$ cat src/rtl/err_rcvr.sv
`default_nettype none
// ============================================================================
//  Module   : err_rcvr
//  Purpose  : Consumer end of the four-phase error-reporting req/ack
//             handshake. Each transfer stores one error word in a small
//             show-ahead FIFO; ack is withheld while the FIFO is full.
//  Revision : 1.0 - initial release
// ============================================================================
module err_rcvr #(
    parameter int DATA_W = 32,
    parameter int ADDR_W = 4,
    parameter int CNT_W  = 16
) (
    input  logic              clk,
    input  logic              rst,
    // upstream handshake
    input  logic              err_req,
    input  logic [DATA_W-1:0] err_data,
    output logic              err_ack,
    // readout port
    input  logic              rd_en,
    output logic [DATA_W-1:0] rd_data,
    output logic              empty,
    output logic              full,
    output logic [ADDR_W:0]   level,
    output logic              stall,
    output logic [CNT_W-1:0]  rx_cnt
);

    // ------------------------------------------------------------------------
    // Constants
    // ------------------------------------------------------------------------
    localparam int              c_DEPTH_INT = 1 << ADDR_W;
    localparam logic [ADDR_W:0] c_DEPTH     = {1'b1, {ADDR_W{1'b0}}};
    localparam logic [ADDR_W:0] c_LVL_ZERO  = '0;
    localparam logic [CNT_W-1:0] c_CNT_MAX  = {CNT_W{1'b1}};

    // Handshake FSM encoding; the 2-bit width leaves spare codes that are
    // steered back to idle.
    localparam logic [1:0] c_S_IDLE = 2'd0;
    localparam logic [1:0] c_S_ACK  = 2'd1;

    // ------------------------------------------------------------------------
    // Declarations
    // ------------------------------------------------------------------------
    logic [1:0]        r_state;
    logic [1:0]        w_state_nxt;

    logic              r_ack;
    logic              w_ack_nxt;
    logic              r_stall;
    logic              w_stall_nxt;
    logic              w_accept;
    logic              w_pop;

    logic [DATA_W-1:0] r_mem [c_DEPTH_INT];
    logic [ADDR_W-1:0] r_wr_ptr;
    logic [ADDR_W-1:0] r_rd_ptr;
    logic [ADDR_W:0]   r_level;
    logic [CNT_W-1:0]  r_rx_cnt;

    logic              w_full;
    logic              w_empty;

    // Full/empty come from the stored level (pre-pop), never from pointers.
    assign w_full  = (r_level == c_DEPTH);
    assign w_empty = (r_level == c_LVL_ZERO);

    // A pop is only honoured when there is something to pop.
    assign w_pop   = rd_en && !w_empty;

    // ------------------------------------------------------------------------
    // FSM state register
    // ------------------------------------------------------------------------
    always_ff @(posedge clk) begin
        if (rst) begin
            r_state <= c_S_IDLE;
        end else begin
            r_state <= w_state_nxt;
        end
    end

    // ------------------------------------------------------------------------
    // FSM next-state logic: one accept per request, then wait for req to drop
    // ------------------------------------------------------------------------
    always_comb begin
        w_state_nxt = c_S_IDLE;
        case (r_state)
            c_S_IDLE: begin
                if (err_req && !w_full) begin
                    w_state_nxt = c_S_ACK;
                end else begin
                    w_state_nxt = c_S_IDLE;
                end
            end
            c_S_ACK: begin
                if (err_req) begin
                    w_state_nxt = c_S_ACK;
                end else begin
                    w_state_nxt = c_S_IDLE;
                end
            end
            default: begin
                w_state_nxt = c_S_IDLE;
            end
        endcase
    end

    // ------------------------------------------------------------------------
    // FSM output logic: write strobe plus next values of ack and stall
    // ------------------------------------------------------------------------
    always_comb begin
        w_accept    = 1'b0;
        w_ack_nxt   = 1'b0;
        w_stall_nxt = 1'b0;
        case (r_state)
            c_S_IDLE: begin
                w_accept    = err_req && !w_full;
                w_ack_nxt   = err_req && !w_full;
                w_stall_nxt = err_req &&  w_full;
            end
            c_S_ACK: begin
                // Ack stays up until req is seen low; no further writes here.
                w_ack_nxt   = err_req;
            end
            default: begin
                w_accept    = 1'b0;
                w_ack_nxt   = 1'b0;
                w_stall_nxt = 1'b0;
            end
        endcase
    end

    // ------------------------------------------------------------------------
    // Registered handshake outputs
    // ------------------------------------------------------------------------
    always_ff @(posedge clk) begin
        if (rst) begin
            r_ack   <= 1'b0;
            r_stall <= 1'b0;
        end else begin
            r_ack   <= w_ack_nxt;
            r_stall <= w_stall_nxt;
        end
    end

    // ------------------------------------------------------------------------
    // FIFO storage; contents need no reset since level gates visibility
    // ------------------------------------------------------------------------
    always_ff @(posedge clk) begin
        if (w_accept) begin
            r_mem[r_wr_ptr] <= err_data;
        end
    end

    // ------------------------------------------------------------------------
    // FIFO pointers and fill level
    // ------------------------------------------------------------------------
    always_ff @(posedge clk) begin
        if (rst) begin
            r_wr_ptr <= '0;
            r_rd_ptr <= '0;
            r_level  <= '0;
        end else begin
            if (w_accept) begin
                r_wr_ptr <= r_wr_ptr + ADDR_W'(1);
            end
            if (w_pop) begin
                r_rd_ptr <= r_rd_ptr + ADDR_W'(1);
            end
            // Simultaneous accept and pop cancel out in the level.
            case ({w_accept, w_pop})
                2'b10:   r_level <= r_level + (ADDR_W+1)'(1);
                2'b01:   r_level <= r_level - (ADDR_W+1)'(1);
                default: r_level <= r_level;
            endcase
        end
    end

    // ------------------------------------------------------------------------
    // Saturating count of accepted words
    // ------------------------------------------------------------------------
    always_ff @(posedge clk) begin
        if (rst) begin
            r_rx_cnt <= '0;
        end else if (w_accept && (r_rx_cnt != c_CNT_MAX)) begin
            r_rx_cnt <= r_rx_cnt + CNT_W'(1);
        end
    end

    // ------------------------------------------------------------------------
    // Output mapping; the read port is show-ahead and reads as zero when empty
    // ------------------------------------------------------------------------
    assign err_ack = r_ack;
    assign stall   = r_stall;
    assign empty   = w_empty;
    assign full    = w_full;
    assign level   = r_level;
    assign rx_cnt  = r_rx_cnt;
    assign rd_data = w_empty ? '0 : r_mem[r_rd_ptr];

endmodule
`default_nettype wire

$ cat config.mk
export PLATFORM = sky130hd
export DESIGN_NAME = err_rcvr
export DESIGN_NICKNAME = d
export VERILOG_FILES = /design/src/rtl/err_rcvr.sv
export SDC_FILE = /design/constraint.sdc
export NUM_CORES = 1
export LEC_CHECK = 0
export ABC_AREA = 1
export BUFFER_PORTS_ARGS = -buffer_cell sky130_fd_sc_hd__buf_2
export CAP_MARGIN = 0
export CELL_PAD_IN_SITES_DETAIL_PLACEMENT = 2
export CELL_PAD_IN_SITES_GLOBAL_PLACEMENT = 2
export CORE_MARGIN = 3
export CORE_UTILIZATION = 38
export CTS_CLUSTER_DIAMETER = 100
export CTS_CLUSTER_SIZE = 12
export DETAILED_ROUTE_END_ITERATION = 10
export HOLD_SLACK_MARGIN = 0.1
export MAX_ROUTING_LAYER = met4
export PLACE_DENSITY_LB_ADDON = 0.1
export RECOVER_POWER = 100
export SYNTH_ARGS = -nofsm -noshare
export SYNTH_HDL_FRONTEND = slang
export SYNTH_SLANG_ARGS = --single-unit
export TNS_END_PERCENT = 10
$ cat constraint.sdc
create_clock -name clk -period 2.62 [get_ports clk]
set_input_delay 0.524 -clock clk [delete_from_list [all_inputs] [get_ports clk]]
set_output_delay 0.524 -clock clk [all_outputs]
set_load 0.01 [all_outputs]
* Yosys cells after proc, flatten, opt, wreduce, memory -nomap -nowiden
Memory sizes are Yosys's and may differ from the RTL's. A register that Yosys moved wholly into a read port is not among the register bits.
Index checks and enable logic that the tools add are counted.
W data, S select, Z words.
** Storage, ports and cells
- RAM bits :: 512
- Bits in registers :: 33
- Word-level logic and storage cells :: 40
- Memories kept :: 1
- Output and inout bits :: 57
- Bits of input ports :: 36
** Operators by class
- Equality and inequality tests :: 5
- Reduce and logical (&&, ||, !) cells :: 10
- Add/sub/neg operators :: 5
- Bitwise logic cells :: 1
- Muxes and demuxes :: 11
** Memories
- r_mem :: words 16, bits a word 32, read ports 1, clocked after memory_dff 1, wr ports 1, RTL line 56 : logic [DATA_W-1:0] r_mem [c_DEPTH_INT];
** Operator list (number)
- $mux W32 :: 1
- $add A16 B1 Y16 const B :: 1
- $ne A16 B16 Y1 const B :: 1
- $pmux W5 S2 :: 1
- $add A4 B1 Y4 const B :: 2
- $mux W4 :: 2
- $add A5 B1 Y5 const B :: 1
- $eq A5 B5 Y1 const B :: 1
- $logic_not A5 Y1 :: 1
- $mux W1 :: 5
- $sub A5 B1 Y5 const B :: 1
- $eq A2 B1 Y1 const B :: 2
- $logic_and A1 B1 Y1 :: 4
- $pmux W2 S2 :: 1
- $eq A2 B2 Y1 const B :: 1
- $logic_not A1 Y1 :: 2
- $logic_not A2 Y1 :: 1
- $pmux W1 S2 :: 1
- $reduce_bool A2 Y1 :: 1
- $reduce_or A2 Y1 :: 1
- $not A1 Y1 :: 1

* Longest topological paths before layout
Gate-level depths: netlist (run 1).
- Depth after elaboration :: 6
- Mapped depth :: 18
- Mapped depth without buffers :: 17

* Worst setup path before layout (run 1)
No wires, ideal clock.
- Path kind :: input to register
- Start :: input err_req
- End :: memory r_mem[11][0] (enable)
- Buffers on the path :: 0
- Slack :: -0.217 ns
- Stages :: 6
- Data arrival time :: 2.416 ns
- Library setup time :: 0.421 ns
- Required time :: 2.199 ns
- Path through :: inv_1 -> nor2_1 -> nand2_4 -> inv_4 -> nand3_1 -> nor2_1
** On the way
- Word-level cells in the longest chain between the ends :: 4
** RTL lines
- from (decl) :: RTL line 17 : input logic err_req,
- $logic_and A1 B1 Y1 :: RTL line 118 : w_accept = err_req && !w_full;
- $mux W1 :: RTL line 116 : case (r_state)
- $mux W1 :: RTL line 151 : if (w_accept) begin
- $mux W1 (not written as such) :: RTL line 152 : r_mem[r_wr_ptr] <= err_data;
- to (decl) :: RTL line 56
Every way passes these cells.

==> results.ini, run 1 <==
[power]
peakVddDrop_mv=0.757
clockPowerShare_pct=26.5
swShare_pct=34.9
p_comb_share_pct=33.9
pwr-share-seq_pct=39.6
switching_power_mw=8.83
p_leak_nw=9.68
p_int_mw=16.5
power.density_nw_per_um2=943

[sta]
fin_tns_setup_ns=-3.74
slew_violations=0
setup_violations=32
slew_headroom_pct=38.8
fmax_mhz=359
holdWs_ns=0.184
worst_slack_ns=-0.169
finalCritPeriodShare_pct=106
period_needed_ns=2.79
skew_ns=0.0275
hold_viol=0
grt_setup_unrepaired=true
worstMarginPinSlew_ns=0.911

[grt]
grt_max_degree=57
grt_use_total_pct=24.2
grt_pass1_wl_mm=111
grt_antenna_before_repair=0
grt_overflow=0
grt_pass1_vias=17754

[layout]
fin_cells=2894
fillers=5812
nets=2163
final_common_cell=nand2_1
antenna_cells=0
final_cell_mix=nand2_1, edfxtp_1, nand3_1
area_growth_pct=19.7
layout-drive-gt1-share_pct=15.9

[route]
wire_per_inst_microns=26.6
drc=0
postRouteAntennaNets=0
drtIter0Drc=1093
num_vias=16068
vias_per_cell=5.55
wl_mm=77.0
drtPass1Iterations=5

[logic_synthesis]
ys_types=30
syn_area_sq_um=22400
syn_avg_cell_area_sq_um=11.3
synth-seq-cells=547
ys_seq_area_share_pct=71.7
syn_inst=1978
yosys_warnings=0
syn-num-nets=2023

[floorplanning]
rows=88
boundaryPins=93
die_y_microns=249
dieArea_sq_um=62000
start_util_pct=38.7
coreArea_sq_um=58000
fp.dieW_microns=249

[clocking]
clk_pin_slew_worst_paths_ns=0.07
clkLatencyLatePin_ns=0.63
cts-buffers-inserted=51
cts_tree=done
cts_sinks=547
clockRootBuffer=clkbuf_16
cts_max_level=2
clock_path_buffers=3

[run]
drv_cap=0

[setup_path]
cp_num_buf_inv=4
slowest_delay_ns=0.41
crit_path_frequent_cell=nand2_2
crit_chain=buf_12 -> buf_12 -> clkbuf_16 -> nand2_2 -> nand3_2 -> nand3_1 -> nand2_2 -> nand2_2 -> a21oi_2 -> buf_2
worstSetupStartpointType=flop
arrival_ns=2.27
endpoint_kind=output port
cp_top_family=buffers and inverters
crit_fanout=6
criticalPathCategory=reg -> out
slowest_stage=dfxtp_4
crit_required_ns=2.10

[placed_design]
hpwl_mm=39.6
port_buffers=92
placed_cells=2782
gp_congestion=0.752

[status]
outcome=finished with violations
violations=negative setup slack

[min_path]
min_path_type=in -> reg

## Yosys cell counts
library cell	count	area share (%)
nand3_2	1	0.045
nand3_1	405	9.0
nor4_1	1	0.028
clkinv_1	1	0.017
nor3_1	1	0.022
nor2_4	1	0.050
nand2_4	1	0.050
nand2_1	722	12
nor2_2	4	0.11
xnor2_1	3	0.12
buf_2	21	0.47
a21oi_1	58	1.3
nand3b_1	1	0.033
inv_2	1	0.017
inv_1	32	0.54
inv_4	1	0.028
ha_1	9	0.50
clkinv_2	1	0.022
clkbuf_1	34	0.57
xor2_1	6	0.23
dfxtp_1	35	3.1
buf_4	39	1.3
o21ai_0	10	0.22
nand2_2	2	0.056
edfxtp_1	512	69
nor2_1	49	0.82
buf_6	4	0.20
o21ai_2	1	0.039
buf_1	16	0.27
nand4_1	6	0.17
## state kept, by name (all words and copies together), names as in the netlist, named ones only
register,count
level,5
r_mem,512
r_rd_ptr,4
r_state,1
r_wr_ptr,4
rx_cnt,16
stall,1
## worst paths after layout
check                                           start                endpoint  slack [ns]  depth (start not counted)
worst max-delay path                             flop             rd_data[16]       -0.17                         10
worst min-delay path                          err_req   r_state[0]$_SDFF_PP0_        0.18                          3
worst max register to register  level[2]$_SDFFE_PP0P_  r_mem[8][21]$_DFFE_PP_        0.09                          7
worst min register to register  r_state[0]$_SDFF_PP0_        stall$_SDFF_PP0_        0.49                          1
## layout make-up
type                    count  area (sq um)  area share, %
clock buffers              60          1310           4.88
multi-input cells        1281          6050           22.5
clock inverters             4          33.8          0.126
flip-flops and latches    547         16100           59.9
well taps                 765           957           3.56
repair buffers            198          2190           8.16
inverters                  36           168          0.624
repair inverters            3          57.6          0.214
## power by group through the flow
stage	Clock (mW)	Combinational, mW	Sequential, mW
global route	7.16	9.32	10.1
detailed placement	0	6.63	10.2
floorplan	0	3.98	10.2
CTS	6.86	7.91	10.0
finish	6.70	8.58	10.0
global placement	0	6.44	10.2
## stage by stage
step	utilization [%]	worst slack, ns	area [sq um]	power, mW
after floorplan	-	-0.217	22400	14.1
after global placement	41.8	0.242	24200	16.6
after detailed placement	41.8	0.171	24200	16.8
after CTS	45.6	-0.200	26400	24.8
after global routing	46.3	-0.256	26900	26.5
final	46.3	-0.169	26900	25.3
## routing by layer
layer,global-route usage [%],share of wire [%],vias up
li1,-,-,7147
met1,30.7,44,8462
met2,41.5,50,350
met3,3.41,3.9,109
met4,5.60,1.9,0
met5,-,0,-
## worst min-delay path: stages
cell     delay, ns
buf_2         0.10
nand2_1       0.05
a21oi_1       0.06
## logic make-up (layout without fill, tap and decap cells)
| family | Yosys count | count (layout) | share of synthesized area [%] |
|---|---|---|---|
| and+or+nand+nor | 1194 | 1194 | 22.5 |
| DFF | 547 | 547 | 71.7 |
| buffers and inverters | 150 | 301 | 3.43 |
| AOI/OAI and AO/OA | 69 | 69 | 1.56 |
| adders and majority gates | 9 | 9 | 0.502 |
| xor gates and xnor gates | 9 | 9 | 0.351 |
## repair_timing
action	in CTS	in global routing
buffers inserted	12	3
gates cloned	19	18
gates resized for setup	61	105
pin swaps	18	49
endpoints found under the setup margin	32	32
hold buffers	0	0
Note: power is estimated with default switching activity, not from simulation.
==> run 2, diff against run 1 <==
--- a/config.mk
+++ b/config.mk
@@ -19,6 +19,7 @@
 export MAX_ROUTING_LAYER = met4
 export PLACE_DENSITY_LB_ADDON = 0.1
 export RECOVER_POWER = 100
+export REMOVE_ABC_BUFFERS = 1
 export SYNTH_ARGS = -nofsm -noshare
 export SYNTH_HDL_FRONTEND = slang
 export SYNTH_SLANG_ARGS = --single-unit
==> run 2 against run 1 <==
The run still ends with negative setup slack left. Utilization decreased by 0.40 points. Power decreased by 1.3%. Final cell count increased by 0.10%. Critical path depth unchanged. Sequential cell count unchanged. Via count decreased by 1.2%. Setup slack got worse by 0.084 ns. Routed wire length decreased by 2.5%. Largest cell class unchanged.
==> results.ini, run 2 (synthesized netlist as in run 1, its figures left out) <==
[floorplanning]
die_y_microns=249
start_util_pct=38.7
fp.dieW_microns=249
dieArea_sq_um=62000
rows=88
coreArea_sq_um=58000
boundaryPins=93

[setup_path]
slowest_delay_ns=0.36
arrival_ns=2.35
criticalPathCategory=reg -> out
crit_chain=buf_12 -> clkinv_8 -> bufbuf_16 -> nand2_1 -> nand3_1 -> nand3_1 -> nand2_1 -> nand2_1 -> a21oi_1 -> buf_4
crit_path_frequent_cell=nand2_1
endpoint_kind=output port
crit_required_ns=2.10
slowest_stage=dfxtp_4
crit_fanout=16
worstSetupStartpointType=flop

[layout]
top_register=r_mem
area_growth_pct=18.7
nets=2154
layout-drive-gt1-share_pct=14.4
final_area_sq_um=26600
final_util_pct=45.9
final_cell_mix=nand2_1, edfxtp_1, nand3_1
final_common_cell=nand2_1
largest_register_ffs=512

[route]
drc=0
num_vias=15874
postRouteAntennaNets=0
wl_mm=75.1
drtIter0Drc=842
wire_per_inst_microns=25.9
drtPass1Iterations=5
vias_per_cell=5.48

[placed_design]
port_buffers=92
hpwl_mm=39.0
gp_congestion=0.722
placed_area_sq_um=24300
place_ws_ns=0.244

[sta]
hold_viol=0
grt_setup_unrepaired=true
worstMarginPinSlew_ns=0.893
finalCritPeriodShare_pct=110
slew_violations=0
skew_ns=0.0154
fmax_mhz=348
slew_headroom_pct=40.5
setup_violations=32
period_needed_ns=2.87
worst_slack_ns=-0.254

[grt]
grt_max_degree=59
grt_antenna_before_repair=2
grt_pass1_wl_mm=111
grt_overflow=0
grt_use_total_pct=24.2
grt_pass1_vias=17536

[power]
switching_power_mw=8.59
swShare_pct=34.4
p_leak_nw=9.60
p_int_mw=16.4
total_power_mw=25.0
p_comb_share_pct=32.6
pwr-share-seq_pct=40.2
power.density_nw_per_um2=938
peakVddDrop_mv=0.608
clockPowerShare_pct=27.2

[clocking]
cts_max_level=2
clockRootBuffer=clkbuf_16
cts_sinks=547
clkLatencyLatePin_ns=0.61
clock_path_buffers=3
cts_tree=done
cts-buffers-inserted=51
hold_buffers=0
clk_pin_slew_worst_paths_ns=0.07

[run]
drv_cap=0

[status]
outcome=finished with violations
violations=negative setup slack

[min_path]
min_path_type=in -> reg

## run 2: repair_timing
item | in CTS | in global routing
buffers inserted | 21 | 3
setup endpoints to repair | 32 | 32
pin swaps | 12 | 31
gates cloned | 12 | 9
gates resized for setup | 61 | 83
## run 2: path summary, 6_finish.rpt
check                   startpoint                endpoint  slack, ns  cells past startpoint
min reg2reg  r_state[0]$_SDFF_PP0_        stall$_SDFF_PP0_       0.51                      1
min                        err_req   r_state[0]$_SDFF_PP0_       0.18                      3
max                           flop             rd_data[31]      -0.25                     10
max reg2reg  level[0]$_SDFFE_PP0P_  r_mem[0][10]$_DFFE_PP_       0.16                      8
## run 2: metrics by stage
| stage | setup TNS, ns | hold WS [ns] | std cells |
|---|---|---|---|
| 2_1_floorplan | -323.44 | 0.447 | 1864 |
| 3_5_place_dp | 0 | 0.492 | 2781 |
| 5_1_grt | -9.34 | 0.172 | 2897 |
| 3_3_place_gp | 0 | 0.470 | 2781 |
| 4_1_cts | -6.56 | 0.144 | 2887 |
| 6_report | -5.31 | 0.177 | 2897 |
## run 2: worst max-delay path: cells and delay by family (launching register included)
family	cells	cell delay, ns
buf+inv	4	0.80
compound gates	1	0.18
flops	1	0.36
simple gates	5	0.37
## run 2: layer usage
layer	up-vias	track usage [%]	routed length, microns
met5	-	-	0
met4	0	5.29	1570
met3	100	3.47	2530
met2	289	41.7	38200
met1	8352	30.5	32800
li1	7133	-	-
## run 2: cell type report
cell class                      count  area (sq um)
Clock buffer                       71          1370
Tap cell                          765           957
Multi-Input combinational cell   1281          6010
Sequential cell                   547         16100
Fill cell                        5865         31400
Clock inverter                      3          32.5
Timing Repair inverter              2          25.0
Antenna cell                        2          5.00
Inverter                           36           159
Timing Repair Buffer              190          1980
## run 2: power groups by stage
stage / clock [mW] / sequential, mW / combinational (mW)
detailed placement: 0 / 10.2 / 6.70
floorplan: 0 / 10.5 / 3.52
global placement: 0 / 10.2 / 6.47
CTS: 6.97 / 10.0 / 7.75
finish: 6.80 / 10.0 / 8.14
global route: 7.30 / 10.1 / 8.92
==> run 3, diff against run 2 <==
--- a/config.mk
+++ b/config.mk
@@ -15,7 +15,6 @@
 export CTS_CLUSTER_DIAMETER = 100
 export CTS_CLUSTER_SIZE = 12
 export DETAILED_ROUTE_END_ITERATION = 10
-export HOLD_SLACK_MARGIN = 0.1
 export MAX_ROUTING_LAYER = met4
 export PLACE_DENSITY_LB_ADDON = 0.1
 export RECOVER_POWER = 100
==> constraint.sdc (replaced) <==
create_clock -name clk -period 2.62 [get_ports clk]
set_input_delay 0.131 -clock clk [delete_from_list [all_inputs] [get_ports clk]]
set_output_delay 0.131 -clock clk [all_outputs]
set_load 0.01 [all_outputs]
==> run 3 against run 2 <==
The run now ends clean. Clock-buffer cell count is 1 higher. Register-to-register slack hardly changed. Global-route usage is 0.64 points lower. Routed wire length is 2.5% lower. Final area is 2.6% lower. Setup slack better by 0.31 ns. Combinational power is 13% lower. Largest cell class unchanged. Largest power group unchanged.
==> results.ini, run 3 (synthesized netlist as in run 1, its figures left out) <==
[power]
p_leak_nw=9.31
peakVddDrop_mv=0.503
p_int_mw=15.7
pwr-share-seq_pct=42.0
swShare_pct=34.2
clockPowerShare_pct=28.5
switching_power_mw=8.18
power.density_nw_per_um2=921
total_power_mw=23.9
p_comb_share_pct=29.5

[setup_path]
slowest_delay_ns=0.40
endpoint_kind=output port
criticalPathCategory=reg -> out
cp_top_family=buffers and inverters
crit_fanout=26
regToRegSetupSlack_ns=0.17
crit_chain=buf_4 -> buf_16 -> buf_16 -> nand2_1 -> nand3_1 -> nand3_1 -> nand2_1 -> nand2_1 -> a21oi_2 -> buf_2
arrival_ns=2.44
crit_path_frequent_cell=nand2_1
cp_num_buf_inv=4
crit_required_ns=2.49
slowest_stage=dfxtp_4
worstSetupStartpointType=flop
rr_worst_depth=7
worst-path-stages=10

[sta]
hold_viol=0
setup_violations=0
fin_tns_setup_ns=0
skew_ns=0.0160
slew_headroom_pct=31.1
holdWs_ns=0.356
worstMarginPinSlew_ns=1.03
slew_violations=0
finalCritPeriodShare_pct=98.0
fmax_mhz=390
worst_slack_ns=0.0537
grt_setup_unrepaired=true
period_needed_ns=2.57

[clocking]
cts_tree=done
cts_sinks=547
clock_path_buffers=3
cts_max_level=2
clkLatencyLatePin_ns=0.60
clk_pin_slew_worst_paths_ns=0.06
clockRootBuffer=clkbuf_16
cts-buffers-inserted=51

[placed_design]
placed_cells=2785
port_buffers=92
place_ws_ns=0.282
placed_area_sq_um=24100
hpwl_mm=41.6
gp_congestion=0.767

[route]
drtPass1Iterations=5
wl_mm=73.2
drtIter0Drc=1149
drc=0
vias_per_cell=5.45
postRouteAntennaNets=0
wire_per_inst_microns=25.2
num_vias=15840

[layout]
fin_cells=2906
final_cell_mix=nand2_1, edfxtp_1, nand3_1
area_growth_pct=15.6
final_area_sq_um=25900
antenna_cells=0
final_common_cell=nand2_1
largest_register_ffs=512
final_util_pct=44.7
fillers=5848
nets=2164
top_register=r_mem
layout-drive-gt1-share_pct=9.20

[floorplanning]
dieArea_sq_um=62000
coreArea_sq_um=58000
start_util_pct=38.7
die_y_microns=249
boundaryPins=93
rows=88
fp.dieW_microns=249

[grt]
grt_max_degree=84
met1_usage_pct=30.7
grt_antenna_before_repair=0
grt_busiest_layer=met2
grt_pass1_vias=17320
grtUsageMet2_pct=40.0
grt_use_total_pct=23.6
grt_pass1_wl_mm=109
use_met3_pct=3.01
grt_overflow=0

[run]
drv_cap=0

[min_path]
min_path_type=in -> reg
whs_path_depth=4

[status]
outcome=complete, no violations

==> run 3: cell types whose count changed in the layout (fill, tap and decap cells not counted), sizes merged <==
cell         delta
bufbuf          -2
buf            -26
dlygate4sd3    +35
diode           -2
clkbuf          +5
inv             -1
==> run 3: final cells by class <==
cell class	instances	area (sq um)	share of cell area, %
timing repair inverter	1	11.3	0.0434
clock buffer	72	1380	5.31
multi-input combinational	1281	5660	21.8
timing repair buffer	201	1650	6.34
inverter	36	174	0.670
tap	765	957	3.69
clock inverter	3	32.5	0.125
sequential	547	16100	62.0
==> run 3: power groups by stage <==
stage / Sequential [mW] / Clock (mW) / Combinational [mW]
2_1_floorplan: 10.5 / 0 / 3.52
3_3_place_gp: 10.2 / 0 / 6.45
3_5_place_dp: 10.2 / 0 / 6.69
4_1_cts: 10.0 / 7.00 / 6.90
5_1_grt: 10.1 / 7.32 / 7.86
6_report: 10.0 / 6.81 / 7.06
==> run 3: worst paths after layout <==
kind                                  to                      from
setup / recovery             rd_data[14]                      flop
hold / removal     r_state[0]$_SDFF_PP0_                   err_req
setup reg to reg  r_mem[10][0]$_DFFE_PP_     level[2]$_SDFFE_PP0P_
hold reg to reg                     flop  r_rd_ptr[2]$_SDFFE_PP0P_
==> run 3: layer usage <==
metal	up-vias	share of wire, %
met5	-	0
met3	77	3.2
li1	7143	-
met4	0	1.6
met2	243	50
met1	8377	45
==> run 3: worst min-delay path, stage by stage <==
cell and delay, ns:
dlygate4sd3_1 0.53, buf_2 0.13, nand2_1 0.05, a21oi_1 0.06
==> run 3: repair_timing <==
action	in CTS	in global routing
hold buffers	35	0
setup endpoints to repair	32	26
setup buffers	2	5
hold endpoints to repair	520	0
gates cloned	0	5
resized for setup	15	15
